File: config.mk
export PLATFORM = sky130hd
export DESIGN_NAME = hazard_unit
export DESIGN_NICKNAME = d
export VERILOG_FILES = /design/src/rtl/hazard_unit.sv
export SDC_FILE = /design/constraint.sdc
export NUM_CORES = 1
export LEC_CHECK = 0
export BUFFER_PORTS_ARGS = -buffer_cell sky130_fd_sc_hd__buf_2
export CAP_MARGIN = 10
export CELL_PAD_IN_SITES_DETAIL_PLACEMENT = 0
export CELL_PAD_IN_SITES_GLOBAL_PLACEMENT = 1
export CORE_MARGIN = 1
export CORE_UTILIZATION = 36
export DETAILED_ROUTE_END_ITERATION = 8
export GPL_TIMING_DRIVEN = 1
export HOLD_SLACK_MARGIN = 0.12
export PLACE_DENSITY = 0.84
export SYNTH_ARGS = -nofsm -noshare
export SYNTH_HDL_FRONTEND = slang
export SYNTH_SLANG_ARGS = --single-unit
File: constraint.sdc
create_clock -name CLK -period 5.1 [get_ports CLK]
set_input_delay 0.51 -clock CLK [delete_from_list [all_inputs] [get_ports CLK]]
set_output_delay 0.51 -clock CLK [all_outputs]
set_load 0.01 [all_outputs]
File: src/rtl/hazard_unit.sv
// Pipeline hazard controller: data-memory wait FSM, fetch-miss, branch flush and
// load-use stall arbitration, plus a saturating count of front-end stall cycles.
`timescale 1ns/1ps
module hazard_unit (
  input  logic        CLK,
  input  logic        RST,
  input  logic [4:0]  id_rs,
  input  logic [4:0]  id_rt,
  input  logic [4:0]  ex_rd,
  input  logic        exMemRead,
  input  logic        mem_branch_taken,
  input  logic        dmemREN,
  input  logic        dmemWEN,
  input  logic        dhit,
  input  logic        ihit,
  input  logic        wb_halt,
  output logic        pc_en,
  output logic        ifid_en,
  output logic        idex_en,
  output logic        exmem_en,
  output logic        memwb_en,
  output logic        ifid_flush,
  output logic        idex_flush,
  output logic        exmem_flush,
  output logic [1:0]  hz_state,
  output logic [15:0] stall_cnt
);

  localparam logic [1:0] ST_RUN   = 2'd0;
  localparam logic [1:0] ST_DWAIT = 2'd1;
  localparam logic [1:0] ST_HALT  = 2'd2;

  logic [1:0]  r_state;
  logic [1:0]  w_next_state;
  logic        r_ihit_pend;
  logic [15:0] r_stall_cnt;
  logic        w_halted;
  logic        w_dwait;
  logic        w_fetch_ok;
  logic        w_load_use;

  assign w_halted   = (r_state == ST_HALT);
  assign w_dwait    = !w_halted && (dmemREN || dmemWEN) && !dhit;
  assign w_fetch_ok = ihit || r_ihit_pend;
  // $0 is hard-wired zero, so a load targeting it never creates a dependency.
  assign w_load_use = exMemRead && (ex_rd != 5'd0) &&
                      ((ex_rd == id_rs) || (ex_rd == id_rt));

  always_comb begin
    // NOTE: every combinational output gets a default first so no path infers a latch.
    w_next_state = r_state;
    if (wb_halt || w_halted) begin
      w_next_state = ST_HALT;
    end else if (r_state == ST_RUN) begin
      w_next_state = w_dwait ? ST_DWAIT : ST_RUN;
    end else if (dhit) begin
      w_next_state = ST_RUN;
    end
  end

  always_comb begin
    pc_en       = 1'b0;
    ifid_en     = 1'b0;
    idex_en     = 1'b0;
    exmem_en    = 1'b0;
    memwb_en    = 1'b0;
    ifid_flush  = 1'b0;
    idex_flush  = 1'b0;
    exmem_flush = 1'b0;
    if (w_halted || w_dwait) begin
      pc_en = 1'b0;
    end else if (!w_fetch_ok) begin
      // Fetch miss: bubble into IF/ID, back end drains; a taken branch still squashes.
      ifid_en     = 1'b1;
      ifid_flush  = 1'b1;
      idex_en     = 1'b1;
      exmem_en    = 1'b1;
      memwb_en    = 1'b1;
      idex_flush  = mem_branch_taken;
      exmem_flush = mem_branch_taken;
    end else if (mem_branch_taken) begin
      pc_en       = 1'b1;
      ifid_en     = 1'b1;
      idex_en     = 1'b1;
      exmem_en    = 1'b1;
      memwb_en    = 1'b1;
      ifid_flush  = 1'b1;
      idex_flush  = 1'b1;
      exmem_flush = 1'b1;
    end else if (w_load_use) begin
      idex_en    = 1'b1;
      idex_flush = 1'b1;
      exmem_en   = 1'b1;
      memwb_en   = 1'b1;
    end else begin
      pc_en    = 1'b1;
      ifid_en  = 1'b1;
      idex_en  = 1'b1;
      exmem_en = 1'b1;
      memwb_en = 1'b1;
    end
  end

  // NOTE: sequential state uses non-blocking assignments so all registers update together.
  always_ff @(posedge CLK or posedge RST) begin
    if (RST) begin
      r_state     <= ST_RUN;
      r_ihit_pend <= 1'b0;
      r_stall_cnt <= 16'd0;
    end else begin
      r_state <= w_next_state;
      // Remember a fetch that completed while the data side held the pipe.
      if (w_dwait && ihit) begin
        r_ihit_pend <= 1'b1;
      end else if (pc_en) begin
        r_ihit_pend <= 1'b0;
      end
      if (!w_halted && !pc_en && (r_stall_cnt != 16'hFFFF)) begin
        r_stall_cnt <= r_stall_cnt + 16'd1;
      end
    end
  end

  assign hz_state  = r_state;
  assign stall_cnt = r_stall_cnt;

endmodule

* After elaboration in Yosys (flattened, before gate mapping) *
Index checks and enable logic that the tools add are counted.
Widths: inputs -> output; s select.

word-level totals
  bits in registers = 19
  output and inout port bits = 26
  logic and storage cells = 49

cells by class
  add/subtract/negate cells = 1
  eq/ne operators = 4
  multiplexer cells = 22
  reductions and logical operators = 19

operator list
  kind                   number
  $mux 1                 19
  $add 16x1->16 const B  1
  $ne 16x16->1 const B   1
  $eq 5x5->1             2
  $logic_and 1x1->1      7
  $mux 2                 3
  $logic_or 1x1->1       5
  $reduce_bool 5->1      1
  $logic_not 1->1        3
  $reduce_bool 3->1      1
  $eq 2x2->1 const B     1
  $logic_not 2->1        1
  $reduce_bool 2->1      1

* Logic depth before layout (Yosys ltp) *
Gate-level depths: netlist (run 1).

  word-level depth = 10
  gate-level depth with buffers = 7

* Worst setup path after synthesis (run 1) *
Ideal clock, no wire load.

  path kind = input to output
  from = input ex_rd[1]
  to = output pc_en
  arrival = 1.742 ns
  required time = 4.590 ns
  setup slack = 2.848 ns
  stages on the path = 5
  buffers on the path = 0
  cells stage by stage = or4_1 -> o21ai_1 -> or2_1 -> nor2_1 -> nor3_1

on the way
  longest elaborated chain between the ends = 7
  elaborated cells on any way between the ends = 10
  those cells by class = eq/ne: 2; mux: 4; reduce/logical: 4

RTL lines
  item                                                          RTL line  source
  start, declared                                               9         input logic [4:0] ex_rd,
  $eq 5x5->1 / $reduce_bool 5->1 (equally long branches)        47, 46
  $logic_or 1x1->1 / $logic_and 1x1->1 (equally long branches)  47, 46
  $logic_and 1x1->1 *                                           46        assign w_load_use = exMemRead && (ex_rd != 5'd0) &&
  $mux 1 *                                                      90        end else if (w_load_use) begin
  $mux 1 *                                                      81        end else if (mem_branch_taken) begin
  $mux 1 *                                                      72        end else if (!w_fetch_ok) begin
  $mux 1 *                                                      70        if (w_halted || w_dwait) begin
  end, declared                                                 17        output logic pc_en,

Mark *: on every way between the ends. The rest lies on a longest branch, timed or not.

* Final worst setup path (run 1) *
Ends and elaborated chain as after synthesis.

==> results of run 1 <==
-- state kept, by name, summed over array words and instances (netlist names) --
name and cells:
r_ihit_pend 1, stall_cnt 16, hz_state 2
-- cell usage after synthesis --
cell | count | share of area
a21o_1 | 1 | 0.0066
a21oi_1 | 2 | 0.0088
a22oi_1 | 1 | 0.0066
a31o_1 | 1 | 0.0077
and2_1 | 1 | 0.0055
and3_1 | 6 | 0.033
and4_1 | 2 | 0.015
buf_4 | 2 | 0.013
buf_6 | 1 | 0.0099
clkbuf_1 | 1 | 0.0033
dfrtp_1 | 19 | 0.42
ha_1 | 1 | 0.011
inv_1 | 3 | 0.0099
inv_2 | 1 | 0.0033
mux2_1 | 1 | 0.0099
nand2_1 | 5 | 0.017
nand2_2 | 1 | 0.0055
nand2b_1 | 1 | 0.0055
nand3_1 | 7 | 0.031
nand4_1 | 8 | 0.044
nor2_1 | 15 | 0.050
nor2b_1 | 1 | 0.0055
nor3_1 | 3 | 0.013
nor3_2 | 1 | 0.0088
o21a_1 | 2 | 0.013
o21ai_1 | 3 | 0.013
o41ai_4 | 1 | 0.024
or2_1 | 1 | 0.0055
or4_1 | 1 | 0.0066
xnor2_1 | 15 | 0.12
xor2_1 | 10 | 0.077
-- critical path, cell delays in order --
cell and delay (ns):
buf_2 0.12, or4_1 0.53, o21ai_1 0.31, or2_1 0.18
nor2_1 0.06, nor3_1 0.15, buf_2 0.16
-- per-stage QoR --
stage               worst slack (ns)  power (uW)
floorplan                       2.85         195
global placement                2.60         217
global route                    2.49         310
finish                          2.57         293
detailed placement              2.57         222
CTS                             2.56         297
-- report_power, final --
part           switching (uW)  internal (uW)  total [uW]  leakage, uW
combinational            27.4           24.1        51.5     0.000494
sequential               8.04            158         166     0.000256
clock                    46.2           29.2        75.4    0.0000177
total                    81.7            211         293     0.000768
-- worst min path at each step --
stage,start,end,slack (ns),cells past startpoint
after floorplan,RST,hz_state[0]$_DFFE_PP0P_,0.46,1
after global placement,stall_cnt[8]$_DFFE_PP0P_,stall_cnt[8]$_DFFE_PP0P_,0.47,1
after detailed placement,stall_cnt[6]$_DFFE_PP0P_,stall_cnt[6]$_DFFE_PP0P_,0.49,1
after CTS,RST,stall_cnt[6]$_DFFE_PP0P_,0.33,2
after global routing,RST,r_ihit_pend$_DFFE_PP0P_,0.37,2
final,RST,stall_cnt[2]$_DFFE_PP0P_,0.30,2
-- routing by layer --
| layer | part of all wire | track usage | vias up |
|---|---|---|---|
| met5 | 0 | 0 | - |
| met4 | 0.015 | 0.0612 | 0 |
| met3 | 0.067 | 0.0268 | 5 |
| met2 | 0.50 | 0.281 | 41 |
| met1 | 0.42 | 0.168 | 463 |
| li1 | - | - | 508 |
-- area by class of cell --
type	instances	area [sq um]
Inverter	4	15.0
Fill cell	288	1450
Tap cell	42	52.6
Multi-Input combinational cell	91	613
Timing Repair Buffer	49	245
Clock inverter	1	5.00
Clock buffer	3	22.5
Sequential cell	19	475
-- cell usage in the layout, fill, tap and decap left out --
master and instances:
nor2b_1 1, nand2_2 1, a31o_1 1, o41ai_4 1, xnor2_1 15, buf_2 49, a21o_1 1, nor3_2 1
o21ai_1 3, or2_1 1, dfrtp_1 19, xor2_1 10, clkinv_2 1, or4_1 1, nand2b_1 1, and3_1 6
o21a_1 2, a21oi_1 2, mux2_1 1, and2_1 1, ha_1 1, nor3_1 3, inv_2 1, and4_1 2
clkbuf_4 3, nand2_1 5, inv_1 3, a22oi_1 1, nand4_1 8, nor2_1 15, nand3_1 7
-- cell families (layout without fill, tap and decap cells) --
| kind of cell | after synthesis | in the layout |
|---|---|---|
| simple gates | 53 | 53 |
| xor+xnor | 25 | 25 |
| flops | 19 | 19 |
| compound gates | 11 | 11 |
| buf+inv | 8 | 57 |
| fa+ha+maj | 1 | 1 |
| mux | 1 | 1 |
==> impl_metrics.env, run 1 <==
export IMPL_status="finished, final reports clean"
export IMPL_overflow=0
export IMPL_drtPass1Iterations=4
export IMPL_pwr_density_cell_mw_per_mm2=205
export IMPL_antenna_diode_count=0
export IMPL_synth_seq_area_share=0.419
export IMPL_synth_simple_area_share=0.246
export IMPL_via_per_inst=4.87
export IMPL_cap_violations=0
export IMPL_drt_iter0_drc=37
export IMPL_crit_path_start="ex_rd[1]"
export IMPL_cp_arrival_ns=2.02
export IMPL_cts_setup_buffers=0
export IMPL_design_area_sq_mm=0.00143
export IMPL_drive_gt1_frac=0.341
export IMPL_htree_levels=1
export IMPL_skew_ns=0.00171
export IMPL_insertion_delay_ns=0.29
export IMPL_routed_wl_microns=2460
export IMPL_grt_use_total=0.151
export IMPL_placed_cells=205
export IMPL_vdd_ir_drop_max_v=0.000133
export IMPL_rr_endpoint="stall_cnt[1]$_DFFE_PP0P_"
export IMPL_grt_pass1_vias=906
export IMPL_worst_pin_slew_ns=0.793
export IMPL_ant_nets=0
export IMPL_period_minus_slack_ns=2.53
export IMPL_cp_required_ns=4.59
export IMPL_hold_viol_final=0
export IMPL_die_area_sq_mm=0.00338
export IMPL_synth_compound_area_share=0.0806
export IMPL_die_h_microns=58.1
export IMPL_final_cells=209
export IMPL_cts_tree="yes"
export IMPL_placed_area_sq_mm=0.00140
export IMPL_fin_setup_tns_ns=0
export IMPL_synthAdderAreaFrac=0.0110
export IMPL_nets=193
export IMPL_drv_slew=0
export IMPL_synth_cells=118
export IMPL_die_w_microns=58.1
export IMPL_clockBufferDepth=2
export IMPL_rsz0062_at_grt="no"
export IMPL_whs_ns=0.299
export IMPL_portBuffers=49
export IMPL_r2r_start="stall_cnt[5]$_DFFE_PP0P_"
export IMPL_min_path_type="primary input to async pin"
export IMPL_synth_seq_cells=19
export IMPL_cts_resized=0
export IMPL_synth_top_family_by_area="simple AND/OR/NAND/NOR gates"
export IMPL_place_gp_congestion=0.785
export IMPL_worst_r2r_path_depth=6
export IMPL_antenna_found_initial=0
export IMPL_fin_crit_sh=0.496
export IMPL_start_util=0.394
export IMPL_numCtsBuffers=3
export IMPL_max_freq_mhz=395
export IMPL_ys_types=31
export IMPL_post_route_util=0.497
export IMPL_synth_warnings=0
export IMPL_grt_pass1_wl_microns=3890
export IMPL_cp_end_kind="output pin"
export IMPL_syn_nets=143
export IMPL_dp_hpwl_microns=1950
export IMPL_wl_per_cell_microns=11.8
export IMPL_syn_to_final_growth_pct=26.0
export IMPL_crit_path_end="pc_en"
export IMPL_slew_headroom=0.470
export IMPL_p_leak_uw=0.000768
export IMPL_setup_viol=0
export IMPL_io_pins=50
export IMPL_synth_xor_area_frac=0.193
export IMPL_cts_reportedPaths_clkPinSlew_ns=0.11
export IMPL_cts_root_buf="clkbuf_4"
export IMPL_syn_area_sq_mm=0.00113
export IMPL_rrSetupSlack_ns=3.02
export IMPL_drc=0
export IMPL_worst_setup_path_type="primary input to output pin"
export IMPL_crit_path_start_kind="primary input"
export IMPL_cts_sink_count=19
export IMPL_postSynthAreaPerCell_sq_um=9.61
export IMPL_core_sq_mm=0.00288
export IMPL_ctsHoldBuffers=0
export IMPL_grt_max_degree=20
export IMPL_routed_via_count=1017
export IMPL_synthMuxAreaShare=0.00993
export IMPL_num_rows=19
export IMPL_cp_max_fo=3
Power figures use the tool's default switching activity.
==> run 2, diff against run 1 <==
Settings changed: CORE_UTILIZATION 36 to 34, PLACE_DENSITY 0.84 to 0.8.
Clock period 5.1 ns to 2.35 ns, I/O delays scaled along.
==> impl_metrics.env, run 2 (synthesized netlist as in run 1, its figures left out) <==
export IMPL_crit_slowest_cell="or4_1"
export IMPL_cap_violations=0
export IMPL_dp_hpwl_microns=1970
export IMPL_worst_pin_slew_ns=0.704
export IMPL_cts_root_buf="clkbuf_4"
export IMPL_portBuffers=49
export IMPL_htree_levels=1
export IMPL_path_depth=7
export IMPL_hold_viol_final=0
export IMPL_max_freq_mhz=510
export IMPL_ant_nets=0
export IMPL_seq_area_sq_um=475
export IMPL_final_cells=215
export IMPL_die_w_microns=59.7
export IMPL_vdd_ir_drop_max_v=0.000232
export IMPL_die_h_microns=59.7
export IMPL_crit_path_start_kind="primary input"
export IMPL_drt_iter0_drc=24
export IMPL_multi_input_area_sq_um=613
export IMPL_routed_via_count=1035
export IMPL_place_gp_congestion=0.790
export IMPL_min_path_type="primary input to flop"
export IMPL_skew_ns=0.00414
export IMPL_cts_reportedPaths_clkPinSlew_ns=0.10
export IMPL_drv_slew=0
export IMPL_pwr_density_cell_mw_per_mm2=430
export IMPL_mostFrequentLayoutCell="buf_2"
export IMPL_worst_setup_path_type="primary input to output pin"
export IMPL_die_area_sq_mm=0.00357
export IMPL_numCtsBuffers=3
export IMPL_critPathMostFrequentCell="buf_2"
export IMPL_cp_top_family="simple AND/OR/NAND/NOR gates"
export IMPL_grt_max_degree=20
export IMPL_worst_r2r_path_depth=6
export IMPL_cp_end_kind="output pin"
export IMPL_period_minus_slack_ns=1.96
export IMPL_antenna_diode_count=0
export IMPL_cp_required_ns=2.12
export IMPL_drive_gt1_frac=0.345
export IMPL_fin_setup_tns_ns=0
export IMPL_clockBufferDepth=2
export IMPL_core_sq_mm=0.00310
export IMPL_grt_use_total=0.150
export IMPL_insertion_delay_ns=0.29
export IMPL_path_buf_inv=2
export IMPL_grt_pass1_wl_microns=4070
export IMPL_num_rows=20
export IMPL_cts_tree="yes"
export IMPL_cp_slowest_stage_delay_ns=0.53
export IMPL_wl_per_cell_microns=11.3
export IMPL_cts_setup_buffers=0
export IMPL_layout_common_cells="buf_2 (49), dfrtp_1 (19), nor2_1 (15), xnor2_1 (15), xor2_1 (10)"
export IMPL_cp_arrival_ns=1.72
export IMPL_rsz0062_at_grt="no"
export IMPL_crit_path_end="pc_en"
export IMPL_r2r_start="stall_cnt[3]$_DFFE_PP0P_"
export IMPL_setup_viol=0
export IMPL_drc=0
export IMPL_status="finished, final reports clean"
export IMPL_rrSetupSlack_ns=0.40
export IMPL_slew_headroom=0.530
export IMPL_rr_endpoint="stall_cnt[1]$_DFFE_PP0P_"
export IMPL_drtPass1Iterations=4
export IMPL_crit_path_start="ex_rd[1]"
export IMPL_cts_sink_count=19
export IMPL_routed_wl_microns=2440
export IMPL_placed_cells=209
export IMPL_antenna_found_initial=0
export IMPL_largest_register_ffs=16
export IMPL_io_pins=50
export IMPL_overflow=0
export IMPL_cp_max_fo=3
export IMPL_via_per_inst=4.81
export IMPL_start_util=0.365
export IMPL_path_cells="buf_2 > or4_1 > o21ai_1 > or2_1 > nor2_1 > nor3_1 > buf_2"
export IMPL_syn_to_final_growth_pct=29.4
export IMPL_grt_pass1_vias=1007
export IMPL_p_leak_uw=0.000786
export IMPL_fin_crit_sh=0.834
export IMPL_n_fill_cell=342
export IMPL_nets=197
-- run 2: cell types whose count changed in the layout (fill, tap and decap cells not counted), sizes merged --
cell and delta:
buf +2, dlygate4sd3 +2
-- run 2: final cells by class --
| class | count | area share |
|---|---|---|
| Inverter | 4 | 0.0102 |
| Tap cell | 44 | 0.0375 |
| Sequential cell | 19 | 0.324 |
| Clock buffer | 3 | 0.0154 |
| Timing Repair Buffer | 53 | 0.191 |
| Clock inverter | 1 | 0.00341 |
| Multi-Input combinational cell | 91 | 0.418 |
-- run 2: per-stage QoR --
| step | total power (uW) | hold WS [ns] | utilization | setup WS (ns) | area, sq um |
|---|---|---|---|---|---|
| 6_report | 630 | 0.133 | 0.473 | 0.391 | 1470 |
| 3_3_place_gp | 474 | 0.375 | 0.457 | 0.367 | 1420 |
| 4_1_cts | 641 | 0.124 | 0.473 | 0.364 | 1470 |
| 2_1_floorplan | 423 | 0.186 | - | 0.507 | 1130 |
| 3_5_place_dp | 478 | 0.388 | 0.457 | 0.294 | 1420 |
| 5_1_grt | 673 | 0.130 | 0.473 | 0.252 | 1470 |
-- run 2: worst register-to-register path: stages (launching register included) --
cell and delay [ns]:
dfrtp_1 0.44, and4_1 0.25, and3_1 0.23, and4_1 0.30, nand2_1 0.18, nand2_2 0.13, mux2_1 0.32
-- run 2: power breakdown --
group	internal [uW]	switching (uW)
Clock	63.3	95.5
Combinational	52.9	56.8
Sequential	343	18.3
-- run 2: how the worst min path moves through the flow --
stage                         endpoint  slack [ns]  cells past startpoint  startpoint
5_1_grt        hz_state[0]$_DFFE_PP0P_        0.13                      2        dhit
6_report       hz_state[0]$_DFFE_PP0P_        0.13                      2        dhit
3_3_place_gp   hz_state[1]$_DFFE_PP0P_        0.38                      2         RST
2_1_floorplan  hz_state[0]$_DFFE_PP0P_        0.19                      1         RST
4_1_cts        hz_state[0]$_DFFE_PP0P_        0.12                      2        dhit
3_5_place_dp   hz_state[0]$_DFFE_PP0P_        0.39                      2         RST
-- run 2: repair_timing --
item | in CTS | in global routing
gates resized for setup | 0 | 0
endpoints found under the setup margin | 0 | 0
hold endpoints to repair | 20 | 0
hold buffers | 2 | 0
-- run 2: metal layers --
layer	GRT usage	vias to the layer above	share of wire
li1	-	512	-
met1	0.179	486	0.44
met2	0.268	35	0.50
met3	0.0216	2	0.056
met4	0.0598	0	0.0053
met5	0	-	0
==> run 3, diff against run 2 <==
Settings changed: ABC_AREA set to 1, CORE_UTILIZATION 34 to 35, PLACE_DENSITY 0.8 to 0.81.
Clock period 2.35 ns to 1.83 ns, I/O delays scaled along.
==> impl_metrics.env, run 3 <==
export IMPL_clockBufferDepth=2
export IMPL_synth_seq_cells=19
export IMPL_crit_path_start="hz_state[0]$_DFFE_PP0P_"
export IMPL_synth_cells=223
export IMPL_r2r_start="stall_cnt[1]$_DFFE_PP0P_"
export IMPL_overflow=0
export IMPL_setup_viol=0
export IMPL_clkPwrFrac=0.346
export IMPL_hold_viol_final=0
export IMPL_cts_reportedPaths_clkPinSlew_ns=0.07
export IMPL_syn_nets=248
export IMPL_dp_hpwl_microns=2660
export IMPL_synth_top_cell_by_area="dfrtp_1"
export IMPL_placed_cells=317
export IMPL_crit_path_start_kind="flop"
export IMPL_synth_edf_count=0
export IMPL_fin_crit_sh=0.919
export IMPL_grt_use_total=0.162
export IMPL_io_pins=50
export IMPL_holdPathStages=2
export IMPL_start_util=0.372
export IMPL_synth_top_cell_area_share=0.310
export IMPL_antenna_diode_count=0
export IMPL_grt_pass1_wl_microns=5740
export IMPL_min_path_type="primary input to flop"
export IMPL_routed_via_count=1508
export IMPL_period_minus_slack_ns=1.68
export IMPL_die_h_microns=68.2
export IMPL_slew_headroom=0.484
export IMPL_nets=299
export IMPL_cp_end_kind="output pin"
export IMPL_async_flop_share=1.00
export IMPL_pwr_density_cell_mw_per_mm2=472
export IMPL_die_w_microns=68.2
export IMPL_rrSetupSlack_ns=0.19
export IMPL_rsz0062_at_grt="no"
export IMPL_largest_register_ffs=16
export IMPL_holdPathEnd="hz_state[0]$_DFFE_PP0P_"
export IMPL_whs_ns=0.132
export IMPL_sw_frac_of_total=0.266
export IMPL_fin_setup_tns_ns=0
export IMPL_cp_max_fo=5
export IMPL_cp_required_ns=1.65
export IMPL_hold_start="dhit"
export IMPL_worst_pin_slew_ns=0.773
export IMPL_place_gp_congestion=0.790
export IMPL_rr_endpoint="stall_cnt[9]$_DFFE_PP0P_"
export IMPL_cts_sink_count=19
export IMPL_drv_slew=0
export IMPL_antenna_found_initial=0
export IMPL_p_int_uw=644
export IMPL_pwr_share_comb=0.154
export IMPL_design_area_sq_mm=0.00186
export IMPL_grt_max_degree=29
export IMPL_drtPass1Iterations=4
export IMPL_via_per_inst=4.67
export IMPL_placed_area_sq_mm=0.00178
export IMPL_fin_ws_ns=0.148
export IMPL_routed_wl_microns=3520
export IMPL_synth_most_common_cell="nand2_1"
export IMPL_postSynthAreaPerCell_sq_um=6.87
export IMPL_core_sq_mm=0.00412
export IMPL_cts_root_buf="clkbuf_8"
export IMPL_ys_types=31
export IMPL_synth_area_top_cells="dfrtp_1 (31%), nand2_1 (16%), nand4_1 (7.8%)"
export IMPL_portBuffers=49
export IMPL_cp_arrival_ns=1.50
export IMPL_final_cells=323
export IMPL_cts_tree="yes"
export IMPL_drc=0
export IMPL_syn_area_sq_mm=0.00153
export IMPL_numCtsBuffers=3
export IMPL_status="finished, final reports clean"
export IMPL_num_rows=23
export IMPL_post_place_ws_ns=0.186
export IMPL_pwr_share_seq=0.500
export IMPL_skew_ns=0.00623
export IMPL_die_area_sq_mm=0.00465
export IMPL_worst_r2r_path_depth=8
export IMPL_vdd_ir_drop_max_v=0.000254
export IMPL_syn_to_final_growth_pct=21.1
export IMPL_p_sw_uw=233
export IMPL_layout_common_cells="nand2_1 (67), buf_2 (49), inv_1 (31), nor2_1 (25)"
export IMPL_synth_ff_type="dfrtp_1"
export IMPL_max_freq_mhz=594
export IMPL_insertion_delay_ns=0.26
export IMPL_drt_iter0_drc=101
export IMPL_synth_warnings=0
export IMPL_mostFrequentLayoutCell="nand2_1"
export IMPL_drive_gt1_frac=0.282
export IMPL_worst_setup_path_type="flop to output pin"
export IMPL_cts_setup_buffers=0
export IMPL_ant_nets=0
export IMPL_p_leak_uw=0.00106
export IMPL_synth_common_cells="nand2_1 (67), inv_1 (31), nor2_1 (25), dfrtp_1 (19), nand4_1 (19)"
export IMPL_cap_violations=0
export IMPL_wl_per_cell_microns=10.9
export IMPL_synth_seq_area_share=0.310
export IMPL_htree_levels=1
export IMPL_grt_pass1_vias=1353
run 3: changes by cell type after synthesis, sizes merged, moves of 5 or more:
cell,delta
nor2,+15
xnor2,-11
nand2,+65
nand3,+13
inv,+33
and3,-5
xor2,-7
nand4,+12
run 3: metal layers:
metal	GRT usage	up-vias	wire length [microns]
met5	0	-	0
met4	0.0234	0	20
met3	0.0350	2	102
met2	0.273	23	1600
met1	0.216	679	1800
li1	-	804	-
run 3: cell families after synthesis:
logic type	share of synthesized area
compound gates	0.0237
fa+ha+maj	0.00816
buf+inv	0.143
flops	0.310
simple gates	0.475
xor+xnor	0.0400
run 3: what timing repair did:
action                                 4_1_cts  5_1_grt
setup endpoints to repair                    0        1
endpoints found under the hold margin       20        0
resized for setup                            0        2
hold buffers                                 2        0
run 3: final cells by class:
class / instances / area (sq um)
timing repair buffer: 53 / 280
sequential: 19 / 475
multi-input combinational: 159 / 848
clock buffer: 4 / 45.0
fill: 442 / 2260
tap: 50 / 62.6
inverter: 38 / 145
run 3: stage by stage:
stage / total power (uW) / util
final: 877 / 0.451
after global routing: 919 / 0.451
after CTS: 884 / 0.449
after detailed placement: 579 / 0.433
after global placement: 577 / 0.433
after floorplan: 515 / -
run 3: power by group through the flow:
stage	Clock (uW)	Combinational [uW]	Sequential [uW]
after CTS	310	135	439
final	303	135	438
after detailed placement	0	132	447
after global placement	0	132	445
after floorplan	0	61.6	454
after global routing	326	153	440
run 3: how the worst max path moves through the flow:
stage,endpoint,depth (start not counted)
4_1_cts,pc_en,7
3_3_place_gp,stall_cnt[9]$_DFFE_PP0P_,8
6_report,idex_flush,6
2_1_floorplan,stall_cnt[8]$_DFFE_PP0P_,9
3_5_place_dp,stall_cnt[9]$_DFFE_PP0P_,8
5_1_grt,stall_cnt[10]$_DFFE_PP0P_,8
run 3: worst max-delay path: stages, from the launching register on:
cell and delay, ns:
dfrtp_1 0.43, nor2_4 0.19, inv_4 0.04, o21ai_2 0.12, nor2_4 0.09, a31o_2 0.25, buf_2 0.14
